### config.mk
export PLATFORM = sky130hd
export DESIGN_NAME = gcm_ae_hw_1x22_hls_deadlock_report_ctrl
export DESIGN_NICKNAME = d
export VERILOG_FILES = /design/src/rtl/gcm_ae_hw_1x22_deadlock_pkg.sv /design/src/rtl/gcm_ae_hw_1x22_prio_enc.sv /design/src/rtl/gcm_ae_hw_1x22_hls_deadlock_report_ctrl.sv
export SDC_FILE = /design/constraint.sdc
export NUM_CORES = 1
export LEC_CHECK = 0
export BUFFER_PORTS_ARGS = -buffer_cell sky130_fd_sc_hd__buf_2
export CAP_MARGIN = 20
export CORE_ASPECT_RATIO = 1.75
export CORE_MARGIN = 2
export CORE_UTILIZATION = 45
export CTS_BUF_LIST = sky130_fd_sc_hd__clkbuf_4
export CTS_CLUSTER_DIAMETER = 80
export DETAILED_ROUTE_END_ITERATION = 10
export GPL_ROUTABILITY_DRIVEN = 0
export PLACE_DENSITY = 0.79
export REMOVE_ABC_BUFFERS = 1
export SLEW_MARGIN = 20
export SYNTH_ARGS = -nofsm -noshare
export SYNTH_HDL_FRONTEND = slang
export SYNTH_SLANG_ARGS = --single-unit
### constraint.sdc
create_clock -name clock -period 4 [get_ports clock]
set_input_delay 0.8 -clock clock [delete_from_list [all_inputs] [get_ports clock]]
set_output_delay 0.8 -clock clock [all_outputs]
set_load 0.1 [all_outputs]
### src/rtl/gcm_ae_hw_1x22_deadlock_pkg.sv
// Shared constants for the deadlock report controller: FSM state encoding and
// the widths of the report index and the accepted-report counter.
package gcm_ae_hw_1x22_deadlock_pkg;

  localparam int unsigned IdxW   = 4;
  localparam int unsigned CountW = 8;

  typedef logic [1:0] state_t;

  localparam state_t StIdle      = 2'd0;
  localparam state_t StWatch     = 2'd1;
  localparam state_t StReport    = 2'd2;
  localparam state_t StWaitClear = 2'd3;

endpackage

### src/rtl/gcm_ae_hw_1x22_prio_enc.sv
// Combinational lowest-index priority encoder over the monitor block flags.
module gcm_ae_hw_1x22_prio_enc
  import gcm_ae_hw_1x22_deadlock_pkg::*;
#(
  parameter int unsigned NUM_MON = 4
) (
  input  logic [NUM_MON-1:0] req_i,
  output logic [IdxW-1:0]    idx_o,
  output logic               valid_o
);

  always_comb begin
    idx_o   = '0;
    valid_o = 1'b0;
    for (int unsigned i = 0; i < NUM_MON; i++) begin
      if (req_i[i] && !valid_o) begin
        idx_o   = IdxW'(i);
        valid_o = 1'b1;
      end
    end
  end

endmodule

### src/rtl/gcm_ae_hw_1x22_hls_deadlock_report_ctrl.sv
// Deadlock report controller: confirms a persistently blocked monitor and hands
// out one report per episode. Define GCM_DEADLOCK_TIMESTAMP_EN for cycle stamps.
module gcm_ae_hw_1x22_hls_deadlock_report_ctrl
  import gcm_ae_hw_1x22_deadlock_pkg::*;
#(
  parameter int unsigned NUM_MON        = 4,
  parameter int unsigned PERSIST_CYCLES = 16
) (
  input  logic               clock,
  input  logic               reset,
  input  logic               enable,
  input  logic [NUM_MON-1:0] monitor_block,
  output logic               report_valid,
  input  logic               report_ready,
  output logic [IdxW-1:0]    report_idx,
  output logic [31:0]        report_cycle,
  output logic               deadlock_seen,
  input  logic               clear_sticky,
  output logic [CountW-1:0]  report_count
);

  localparam int unsigned PersistW = $clog2(PERSIST_CYCLES + 1);
  localparam logic [PersistW-1:0] PersistMax = PersistW'(PERSIST_CYCLES);

  state_t              state_q, state_d;
  logic [IdxW-1:0]     cand_idx_q, cand_idx_d;
  logic [PersistW-1:0] persist_cnt_q, persist_cnt_d;
  logic [IdxW-1:0]     report_idx_q, report_idx_d;
  logic                deadlock_seen_q, deadlock_seen_d;
  logic [CountW-1:0]   report_count_q, report_count_d;

  logic [IdxW-1:0] enc_idx;
  logic            enc_any;
  logic [15:0]     mon_ext;
  logic            cand_hit, rep_hit;
  logic            enter_report, accept;

  gcm_ae_hw_1x22_prio_enc #(
    .NUM_MON (NUM_MON)
  ) u_prio_enc (
    .req_i   (monitor_block),
    .idx_o   (enc_idx),
    .valid_o (enc_any)
  );

  // Zero-extend so a 4-bit index can address any monitor count safely.
  always_comb begin
    mon_ext                = '0;
    mon_ext[NUM_MON-1:0]   = monitor_block;
  end

  assign cand_hit = mon_ext[cand_idx_q];
  assign rep_hit  = mon_ext[report_idx_q];

  always_comb begin
    state_d         = state_q;
    cand_idx_d      = cand_idx_q;
    persist_cnt_d   = persist_cnt_q;
    report_idx_d    = report_idx_q;
    report_count_d  = report_count_q;
    deadlock_seen_d = deadlock_seen_q;
    enter_report    = 1'b0;
    accept          = 1'b0;

    case (state_q)
      StIdle: begin
        persist_cnt_d = '0;
        if (enable && enc_any) begin
          cand_idx_d    = enc_idx;
          persist_cnt_d = PersistW'(1);
          state_d       = StWatch;
        end
      end
      StWatch: begin
        if (!enable || !cand_hit) begin
          persist_cnt_d = '0;
          state_d       = StIdle;
        end else begin
          persist_cnt_d = persist_cnt_q + PersistW'(1);
          if (persist_cnt_d == PersistMax) begin
            enter_report = 1'b1;
            state_d      = StReport;
          end
        end
      end
      // A pending report completes regardless of enable.
      StReport: begin
        if (report_ready) begin
          accept  = 1'b1;
          state_d = StWaitClear;
        end
      end
      StWaitClear: begin
        persist_cnt_d = '0;
        if (!enable || !rep_hit) begin
          state_d = StIdle;
        end
      end
      default: begin
        persist_cnt_d = '0;
        state_d       = StIdle;
      end
    endcase

    if (enter_report) begin
      report_idx_d = cand_idx_q;
    end
    if (accept && (report_count_q != {CountW{1'b1}})) begin
      report_count_d = report_count_q + CountW'(1);
    end
    // Detection takes priority over a simultaneous clear.
    if (enter_report) begin
      deadlock_seen_d = 1'b1;
    end else if (clear_sticky) begin
      deadlock_seen_d = 1'b0;
    end
  end

  always_ff @(posedge clock) begin
    if (reset) begin
      state_q         <= StIdle;
      cand_idx_q      <= '0;
      persist_cnt_q   <= '0;
      report_idx_q    <= '0;
      deadlock_seen_q <= 1'b0;
      report_count_q  <= '0;
    end else begin
      state_q         <= state_d;
      cand_idx_q      <= cand_idx_d;
      persist_cnt_q   <= persist_cnt_d;
      report_idx_q    <= report_idx_d;
      deadlock_seen_q <= deadlock_seen_d;
      report_count_q  <= report_count_d;
    end
  end

`ifdef GCM_DEADLOCK_TIMESTAMP_EN
  logic [31:0] cycle_cnt_q, cycle_cnt_d;
  logic [31:0] report_cycle_q, report_cycle_d;

  always_comb begin
    cycle_cnt_d    = cycle_cnt_q + 32'd1;
    report_cycle_d = report_cycle_q;
    if (enter_report) begin
      report_cycle_d = cycle_cnt_q;
    end
  end

  always_ff @(posedge clock) begin
    if (reset) begin
      cycle_cnt_q    <= '0;
      report_cycle_q <= '0;
    end else begin
      cycle_cnt_q    <= cycle_cnt_d;
      report_cycle_q <= report_cycle_d;
    end
  end

  assign report_cycle = report_cycle_q;
`else
  assign report_cycle = '0;
`endif

  assign report_valid  = (state_q == StReport);
  assign report_idx    = report_idx_q;
  assign deadlock_seen = deadlock_seen_q;
  assign report_count  = report_count_q;

endmodule

== Yosys cells after proc, flatten, opt, wreduce, memory -nomap -nowiden ==
Cells that the tools add are included.

* Register bits: 24
* Input port bits: 9
* Output and inout bits: 46
* Word-level logic and storage cells: 64

* Add/subtract/negate cells: 2
* $lt $le $gt $ge: 2
* Equal/unequal tests: 9
* Muxes and demuxes: 27
* Reduce and logical (&&, ||, !) cells: 18

{| class="wikitable"
|+ Operator list
! kind !! number
|-
| 2-to-1 mux 1 bit || 15
|-
| one-hot mux 5 bit (3 select lines) || 1
|-
| 2-to-1 mux 2 bit || 7
|-
| < comparator 4 x 5 -> 1 bit, second input constant || 2
|-
| adder 8 x 1 -> 8 bit, second input constant || 1
|-
| binary-select mux 1 bit (select 4 bit) || 2
|-
| inequality test 8 bit, second input constant || 1
|-
| one-hot mux 2 bit (4 select lines) || 1
|-
| zero test 1 bit || 6
|-
| adder 5 x 1 -> 5 bit, second input constant || 1
|-
| equality test 5 bit, second input constant || 1
|-
| logical AND 1 bit || 5
|-
| 2-to-1 mux 5 bit || 1
|-
| equality test 2 bit, second input constant || 2
|-
| inequality test 2 bit, second input constant || 2
|-
| AND reduction 4 bit || 1
|-
| inequality test 3 bit, second input constant || 1
|-
| nonzero test 3 bit || 1
|-
| equality test 2 x 1 -> 1 bit, second input constant || 1
|-
| zero test 2 bit || 1
|-
| logical OR 1 bit || 2
|-
| inequality test 2 x 1 -> 1 bit, second input constant || 1
|-
| AND reduction 2 bit || 1
|-
| nonzero test 2 bit || 1
|}

== Depth between registers and ports, before layout ==
Gate-level depths: netlist (run 1).

* Depth in word-level cells: 13
* Gate-level depth with buffers: 7

== Modules after synthesis ==
From an unflattened synthesis (run 1), not the netlist that was laid out.

* Cell total of the unflattened synthesis: 168
* Area, all modules: 1485.2 um^2

{| class="wikitable"
|+ Modules (own cells, without submodules)
! module !! instances !! cells an instance !! area an instance (um^2)
|-
| gcm_ae_hw_1x22_hls_deadlock_report_ctrl || 1 || 158 || 1431.4
|-
| gcm_ae_hw_1x22_prio_enc || 1 || 10 || 53.8
|}

== Worst setup path before layout (run 1) ==
OpenSTA, ideal clock, no wires.

* Kind: reg2reg
* Start: register report_count_q[0] (netlist: report_count[0])
* End: register report_count_q[5] (netlist: report_count[5])
* Data arrival time: 2049 ps
* Slack: 1824 ps
* Stages on the path, launching flop included: 7
* Period minus slack after synthesis: 2176 ps
* Cells stage by stage: dfxtp_1 > ha_1 > nand3_1 > o211ai_4 > nor3_1 > xnor2_1 > nor2_1

* Word-level cells in the longest chain between the ends: 2
* Elaborated cells on any way between the ends: 3
* Classes of those cells: add/sub (1); eq/ne (1); reduce/logical (1)

{| class="wikitable"
|+ RTL lines
! item !! line !! text
|-
| start, declared || gcm_ae_hw_1x22_hls_deadlock_report_ctrl.sv:30 || <nowiki>logic [CountW-1:0] report_count_q, report_count_d;</nowiki>
|-
| start signal, assigned || gcm_ae_hw_1x22_hls_deadlock_report_ctrl.sv:133 || <nowiki>report_count_q <= report_count_d;</nowiki>
|-
| branches (longest 2 deep; another with adder 8 x 1 -> 8 bit) || - ||
|}

Several ways; the timed one is not identified.
A chain may end at the register's enable or synchronous reset.

== Final worst setup path (run 1) ==
* Start: register state_q[0]
* End: output port report_valid

* Word-level cells in the longest chain between the ends: 1

{| class="wikitable"
|+ RTL lines
! item !! line !! text
|-
| start, declared || gcm_ae_hw_1x22_hls_deadlock_report_ctrl.sv:25 || <nowiki>state_t state_q, state_d;</nowiki>
|-
| start signal, assigned || gcm_ae_hw_1x22_hls_deadlock_report_ctrl.sv:121 || <nowiki>state_q <= StIdle;</nowiki>
|-
| start signal, assigned || gcm_ae_hw_1x22_hls_deadlock_report_ctrl.sv:128 || <nowiki>state_q <= state_d;</nowiki>
|-
| equality test 2 bit || gcm_ae_hw_1x22_hls_deadlock_report_ctrl.sv:164 || <nowiki>assign report_valid = (state_q == StReport);</nowiki>
|-
| end, declared || gcm_ae_hw_1x22_hls_deadlock_report_ctrl.sv:13 || <nowiki>output logic report_valid,</nowiki>
|}

Every way passes these cells.

==> impl_summary.md, run 1 <==
Yosys
The count of distinct cell types in the synthesized netlist is 37. The share of the Yosys chip area taken by registers is 31.1%. The post-synthesis cell count is 153. The synthesized design contains 0 enable-type register cells. The async set-or-reset flop fraction in the synthesized netlist is 0%. The most instantiated flip-flop cell in the synthesis netlist is dfxtp_1.

The netlist area before placement is 1290 µm². The synthesis-stage register bit count is 20. Each instance of the synthesized netlist takes up on average 8.42 µm². Yosys printed 0 warnings.

Clock tree
In this run the clock root is driven by a clkbuf_4. The quantity of hold-fixing buffers added after cts is 0. After clock tree synthesis, the clock-pin slew on the worst setup and hold paths is 0.11 ns. The later pin in the worst-skew pair is clocked with a latency of 0.31 ns. The maximum count of clock buffers along a single path is 2. Gates resized during post-CTS repair numbered 0. TritonCTS built the clock tree.

The number of setup buffers added after CTS is 0. For this design, the sink count on the clock tree is 20. In this run the number of H-tree levels came out at 1. Counting the buffers created by CTS gives 3.

Floorplan
For this configuration, the core starts out at a cell density of 47.4%. The die covers 3330 µm². The floorplan die height is 74.8 µm. After floorplanning, the core was sized to cover 2720 µm². In this run the core area contains 25 standard-cell rows. The die boundary width is 44.5 µm. 55 I/O pins were placed.

STA
The highest clock frequency the design can meet is 0.437 GHz. The number of pins exceeding their max-slew limit in the final report is 0. The worst hold slack is 0.498 ns.

The period utilization is 57.2%. The sum of negative setup slack is 0 ns. Setup violations remaining at the end of the flow were counted as 0. Setup repair after global routing left no endpoint under its margin. Subtracting the final worst setup slack from the clock period gives 2.29 ns. The count of endpoints failing hold in the final timing report is 0. The clock arrives with 0.00354 ns of skew.

Placed design
In this run the tool buffered the top-level ports with 20 buffer cells. Detailed placement ended at an HPWL of 1.91 mm. The standard cell area after detailed placement is 1280 µm².

The number of cells after detailed placement is 197.

Drt
The first detailed-routing pass took 4 iterations. For this block, the initial DRC count from the detailed router was 35. The detailed router placed 1047 vias in this run.

After detailed routing, the average wire length per cell comes to 12.0 µm. Dividing the detail-routed via count by the number of cells gives 5.24. The remaining number of nets flagged by the antenna check after routing is 0. The final layout contains routed wiring with a total length of 2.41 mm.

For this run, design rule violations remaining after detail routing come to 0.

GRT
For this run the aggregate overflow at the end of global routing stands at 0. The initial antenna violation count is 0. Entering global routing, the biggest net connects 23 pins. The global router's overall resource usage is 16.4%. The first global-routing pass estimated 4.11 mm of wire. The number of global-route vias before repair is 947.

Setup path
The most critical setup path has its startpoint at state_q[0]. The logic depth of the worst path, buffers included is 4. The endpoint of the most critical setup path is report_valid. Counting cells, the worst reg-to-reg path comes to 6. STA classifies the critical path endpoint as an output pin. The required time of the critical path is 3.20 ns.

Counting both buffers and inverters, the worst setup path holds a total of 3. STA classifies the critical path startpoint as a flop. For this run, the slowest stage of the critical path takes 0.44 ns. The category of the critical setup timing path is flop to output pin. Grouping stages by cell kind, the critical path spends the most delay in buffers and inverters. Of all nets on the critical path, the largest fanout is 5. Setup slack on the worst reg-to-reg path comes out at 2.25 ns. The data arrival at the endpoint of the critical path is 1.49 ns. On the critical path, the stage with the largest delay is an instance of buf_2.

The startpoint identified for the worst register-to-register timing path is persist_cnt_q[0]. The signal on the critical path passes through inv_1, nand2_1, inv_2, buf_2.

Final layout
The top cell types in the final layout, fill and taps aside, are conb_1, dfxtp_1, buf_2. The post-route netlist has 17.3% of its cells at a drive strength greater than 1. The area added between synthesis and finish is 1.36%. The commonest non-fill, non-tap cell in the layout is conb_1. The number of antenna repair diodes is 0.

Leaving out filler cells and counting taps, the final layout contains 200. With fillers left out, the area of the finished cells amounts to 1310 µm². At the end of the flow, the number of nets in the layout was 187. The layout has 283 filler cells.

Pwr
The peak supply drop is 0.174 mV. Summed over all cells, the static leakage comes to 0.000574 µW. The total power per unit cell area is 358 nW/µm².

Run status
The flow ran to the end, and the final reports show no timing, DRC or antenna violations.

Min path
The type of the worst min-delay path is flop to flop.

Run
The number of max-capacitance violations reported is 0.
state kept, by name, summed over array words and instances (netlist names), named ones only:
| register | flops |
|---|---|
| persist_cnt_q | 5 |
| deadlock_seen | 1 |
| state_q | 1 |
| report_count | 8 |
| cand_idx_q | 2 |
| report_idx | 2 |
cells by family (layout without fill, tap and decap cells):
| kind of cell | Yosys count | in the layout | synth area share, % |
|---|---|---|---|
| XOR/XNOR | 5 | 5 | 3.40 |
| other | 1 | 34 | 0.291 |
| multiplexers | 5 | 5 | 5.83 |
| buffers and inverters | 42 | 29 | 22.1 |
| AO/OA/AOI/OAI | 26 | 26 | 13.2 |
| flip-flops | 20 | 20 | 31.1 |
| AND/OR/NAND/NOR | 51 | 51 | 21.2 |
| adder cells (fa/ha/maj) | 3 | 3 | 2.91 |
synth_stat cells (3+ instances only):
cell     count  share of area [%]
nand3_1      7                2.7
a21oi_1      8                3.1
mux2i_1      3                2.3
or3_1        3                1.5
nand2_1      5                1.5
dfxtp_1     20                 31
nor2_1      17                5.0
a31oi_1      3                1.5
inv_1        4                1.2
nor3_1       5                1.9
buf_4       34                 20
ha_1         3                2.9
xnor2_1      4                2.7
o21ai_0      7                2.7
metrics by stage:
stage	power (µW)	worst slack, ns	util [%]
final	468	1.71	48.0
after global routing	483	1.62	48.0
after CTS	469	1.71	48.0
after detailed placement	375	1.94	47.2
after global placement	374	1.95	47.2
after floorplan	362	1.83	-
per-layer routing:
layer | GRT usage (%) | share of wire (%)
met5 | 0 | 0
met4 | 8.08 | 2.0
met3 | 2.16 | 4.7
met2 | 31.7 | 59
met1 | 16.4 | 34
worst min-delay path by stage:
stage          cells after the start          endpoint  slack [ns]              from
3_3_place_gp                       2  persist_cnt_q[4]        0.48  persist_cnt_q[4]
6_report                           2  persist_cnt_q[4]        0.50  persist_cnt_q[4]
4_1_cts                            2  persist_cnt_q[4]        0.50  persist_cnt_q[4]
3_5_place_dp                       2  persist_cnt_q[4]        0.48  persist_cnt_q[4]
2_1_floorplan                      2  persist_cnt_q[4]        0.45  persist_cnt_q[4]
5_1_grt                            2     report_idx[1]        0.55     report_idx[1]
final cells by class:
| type | instances | area (µm²) | area share [%] |
|---|---|---|---|
| inverters | 6 | 22.5 | 1.72 |
| well taps | 27 | 33.8 | 2.59 |
| clock buffers | 3 | 22.5 | 1.72 |
| repair buffers | 20 | 100 | 7.66 |
| flip-flops and latches | 20 | 400 | 30.7 |
| multi-input cells | 124 | 727 | 55.7 |
worst min-delay path, stage by stage, from the launching register on:
cell	delay [ns]
dfxtp_1	0.35
nand2_1	0.06
a21oi_1	0.05
power breakdown:
part           internal [µW]  switching [µW]
clock network           35.2            62.1
logic                   11.7             153
registers                202            3.91
(Power assumes the default switching activity.)
==> run 2: changes to the inputs <==
- clock period: 4 -> 2.2 ns (I/O delays scaled with it)
==> run 2 against run 1 <==
  * Combinational power grew 82%
  * Highest routed layer unchanged
  * Critical path depth stayed put
  * Non-clock buffer count did not move
  * Largest power group unchanged
  * Register-to-register slack worse by 1.7 ns
  * Wire length fell by 0.71%
  * Clock skew grew 0.0013 ns
  * Clock power increased by 79%
  * Critical path type unchanged
==> impl_summary.md, run 2 (synthesis results as in run 1) <==
Run status
The flow ran to the end, and the final reports show no timing, DRC or antenna violations.

Final layout
The post-route cell area is 1310 µm² (+0.29%). The number of antenna repair diodes is 0 (unchanged). The number of nets in the layout is 187 (unchanged).

Relative to the synthesized area, the layout overhead comes to 1.65%. The top cell types in the final layout, fill and taps aside, are conb_1, dfxtp_1, buf_2. The final core utilization is 48.1% (+0.14 points).

The fraction of layout instances using a drive strength above 1 is 17.2% (-0.10 points). The number of flip-flops in the largest register is 8 (unchanged). The library cell used most frequently in the layout, excluding fill and tap cells, is conb_1.

Setup path
The endpoint type of the worst setup path is an output pin. The maximum fanout along the worst path is 5 (unchanged). The required time of the critical path was 1.76 ns (-1.44 ns).

STA classifies the critical path startpoint as a flop. The critical path is of the flop to output pin type. The worst-case reg-to-reg path depth came to 6 (unchanged). The data arrival at the endpoint of the critical path is 1.49 ns (about the same).

STA
Static timing analysis puts the maximum clock frequency at 0.518 GHz. The period utilization is 87.8%. The total of endpoints with negative setup slack in the final report is 0 (unchanged). The final critical path time including I/O delays and setup is 1.93 ns.

Setup repair after global routing left no endpoint under its margin. The sum of negative setup slack came to 0 ns (unchanged). The number of pins exceeding their max-slew limit in the final report is 0 (unchanged). The setup skew after layout was 0.00481 ns (+0.00128 ns). The count of endpoints failing hold in the final timing report is 0 (unchanged).

Placed design
The standard cell area after detailed placement is 1280 µm² (unchanged). The half-perimeter wire length after placement is 1.92 mm (+0.41%). The port buffer count was 20 (unchanged).

Drt
The overall via count from detail_route is 1025 (-2.1%). The via count normalized by instance count came to 5.10 (-2.6%). The total length of routed wires is 2.39 mm (-0.71%). The number of optimization iterations in the first detailed-route pass is 4 (unchanged). The DRC marker count from the first detailed-route iteration came to 15 (-57%).

The post-detailed-route DRC marker count is 0 (unchanged). The remaining number of nets flagged by the antenna check after routing is 0 (unchanged). The wire length per cell after detailed routing was 11.9 µm (-1.2%).

Clock tree
The number of CTS-inserted buffers is 3 (unchanged). The total of cells resized after clock tree synthesis was 0 (unchanged). The clock transition at the registers of the reported paths is 0.11 ns (about the same). The buffer type at the clock tree root is clkbuf_4. The quantity of hold-fixing buffers added after cts is 0 (unchanged). The clock latency of the later-clocked register in the worst-skew pair is 0.29 ns (-0.02 ns).

The number of buffers inserted to repair setup after CTS is 0 (unchanged). The maximum level of the CTS H-tree is 1 (unchanged). The maximum count of clock buffers along a single path is 2 (unchanged).

The TritonCTS clock tree is done. The count of clock tree sinks is 20 (unchanged).

Floorplan
The count of pins on the block boundary is 55 (unchanged). The floorplan die height was 74.8 µm (unchanged). The area of the die is 3330 µm² (unchanged). The starting utilization of the core area came to 47.4% (unchanged). The core footprint is 2720 µm² (unchanged). The die boundary width is 44.5 µm (unchanged). The row count was 25 (unchanged).

Pwr
The net switching power came to 395 µW (+80%). The internal power summed over all cells was 454 µW (+83%). The overall power is 849 µW (+81%).

The power share of the sequential group was 44.0% (about the same). The switching part of the total power is 46.5% (-0.33 points). The total power per unit cell area came to 648 nW/µm² (+81%). The leakage power total is 0.000576 µW (+0.27%). The peak supply drop is 0.465 mV (+170%). The clock power share is 20.5% (-0.3 points).

The combinational cell fraction of total power is 35.4% (+0.2 points).

GRT
The initial antenna violation count was 0 (unchanged). The aggregate global routing overflow is 0 (unchanged). The pin count of the biggest net entering global routing is 23 (unchanged). The wire length of the first global-routing pass is 3.72 mm (-9.4%). The global router's overall resource usage is 14.9% (-1.5 points). The number of global-route vias before repair was 899 (-5.1%).

Min path
The instance count along the most critical hold path came to 2 (unchanged). The tightest min-delay check is of the flop to flop type.

Run
The number of max-capacitance violations reported is 0 (unchanged).
## run 2: final timing paths
check,slack [ns],end,from
hold reg to reg,0.50,persist_cnt_q[4],persist_cnt_q[4]
hold / removal,0.50,persist_cnt_q[4],persist_cnt_q[4]
setup / recovery,0.27,report_valid,state_q[0]
setup reg to reg,0.55,flop,persist_cnt_q[0]
## run 2: final cells by class
class / instances / area (µm²)
fillers: 282 / 1410
multi-input cells: 124 / 727
flip-flops and latches: 20 / 400
repair buffers: 20 / 100
well taps: 27 / 33.8
clock buffers: 3 / 22.5
inverters: 6 / 22.5
clock inverters: 1 / 3.75
## run 2: per-stage QoR
step / setup WS [ns] / cells / hold WS, ns
final: 0.269 / 201 / 0.502
after global routing: 0.134 / 201 / 0.538
after CTS: 0.254 / 201 / 0.506
after detailed placement: 0.511 / 197 / 0.491
after global placement: 0.536 / 197 / 0.486
after floorplan: 0.0342 / 150 / 0.448
## run 2: worst max-delay path, stage by stage, from the launching register on
cell     delay [ns]
dfxtp_1        0.38
inv_1          0.11
nand2_1        0.13
inv_2          0.14
buf_2          0.44
## run 2: per-layer routing
layer  up-vias  global-route usage, %  routed length, µm
li1        510                      -                  -
met1       479                   13.8                836
met2        32                   29.6               1390
met3         4                   1.92                115
met4         0                   8.42                 47
met5         -                      0                  0
## run 2: power groups by stage
stage | sequential (µW) | clock [µW] | combinational (µW)
after CTS | 374 | 177 | 300
after detailed placement | 382 | 0 | 300
after global routing | 375 | 192 | 311
after floorplan | 380 | 0 | 278
after global placement | 382 | 0 | 299
final | 374 | 174 | 301
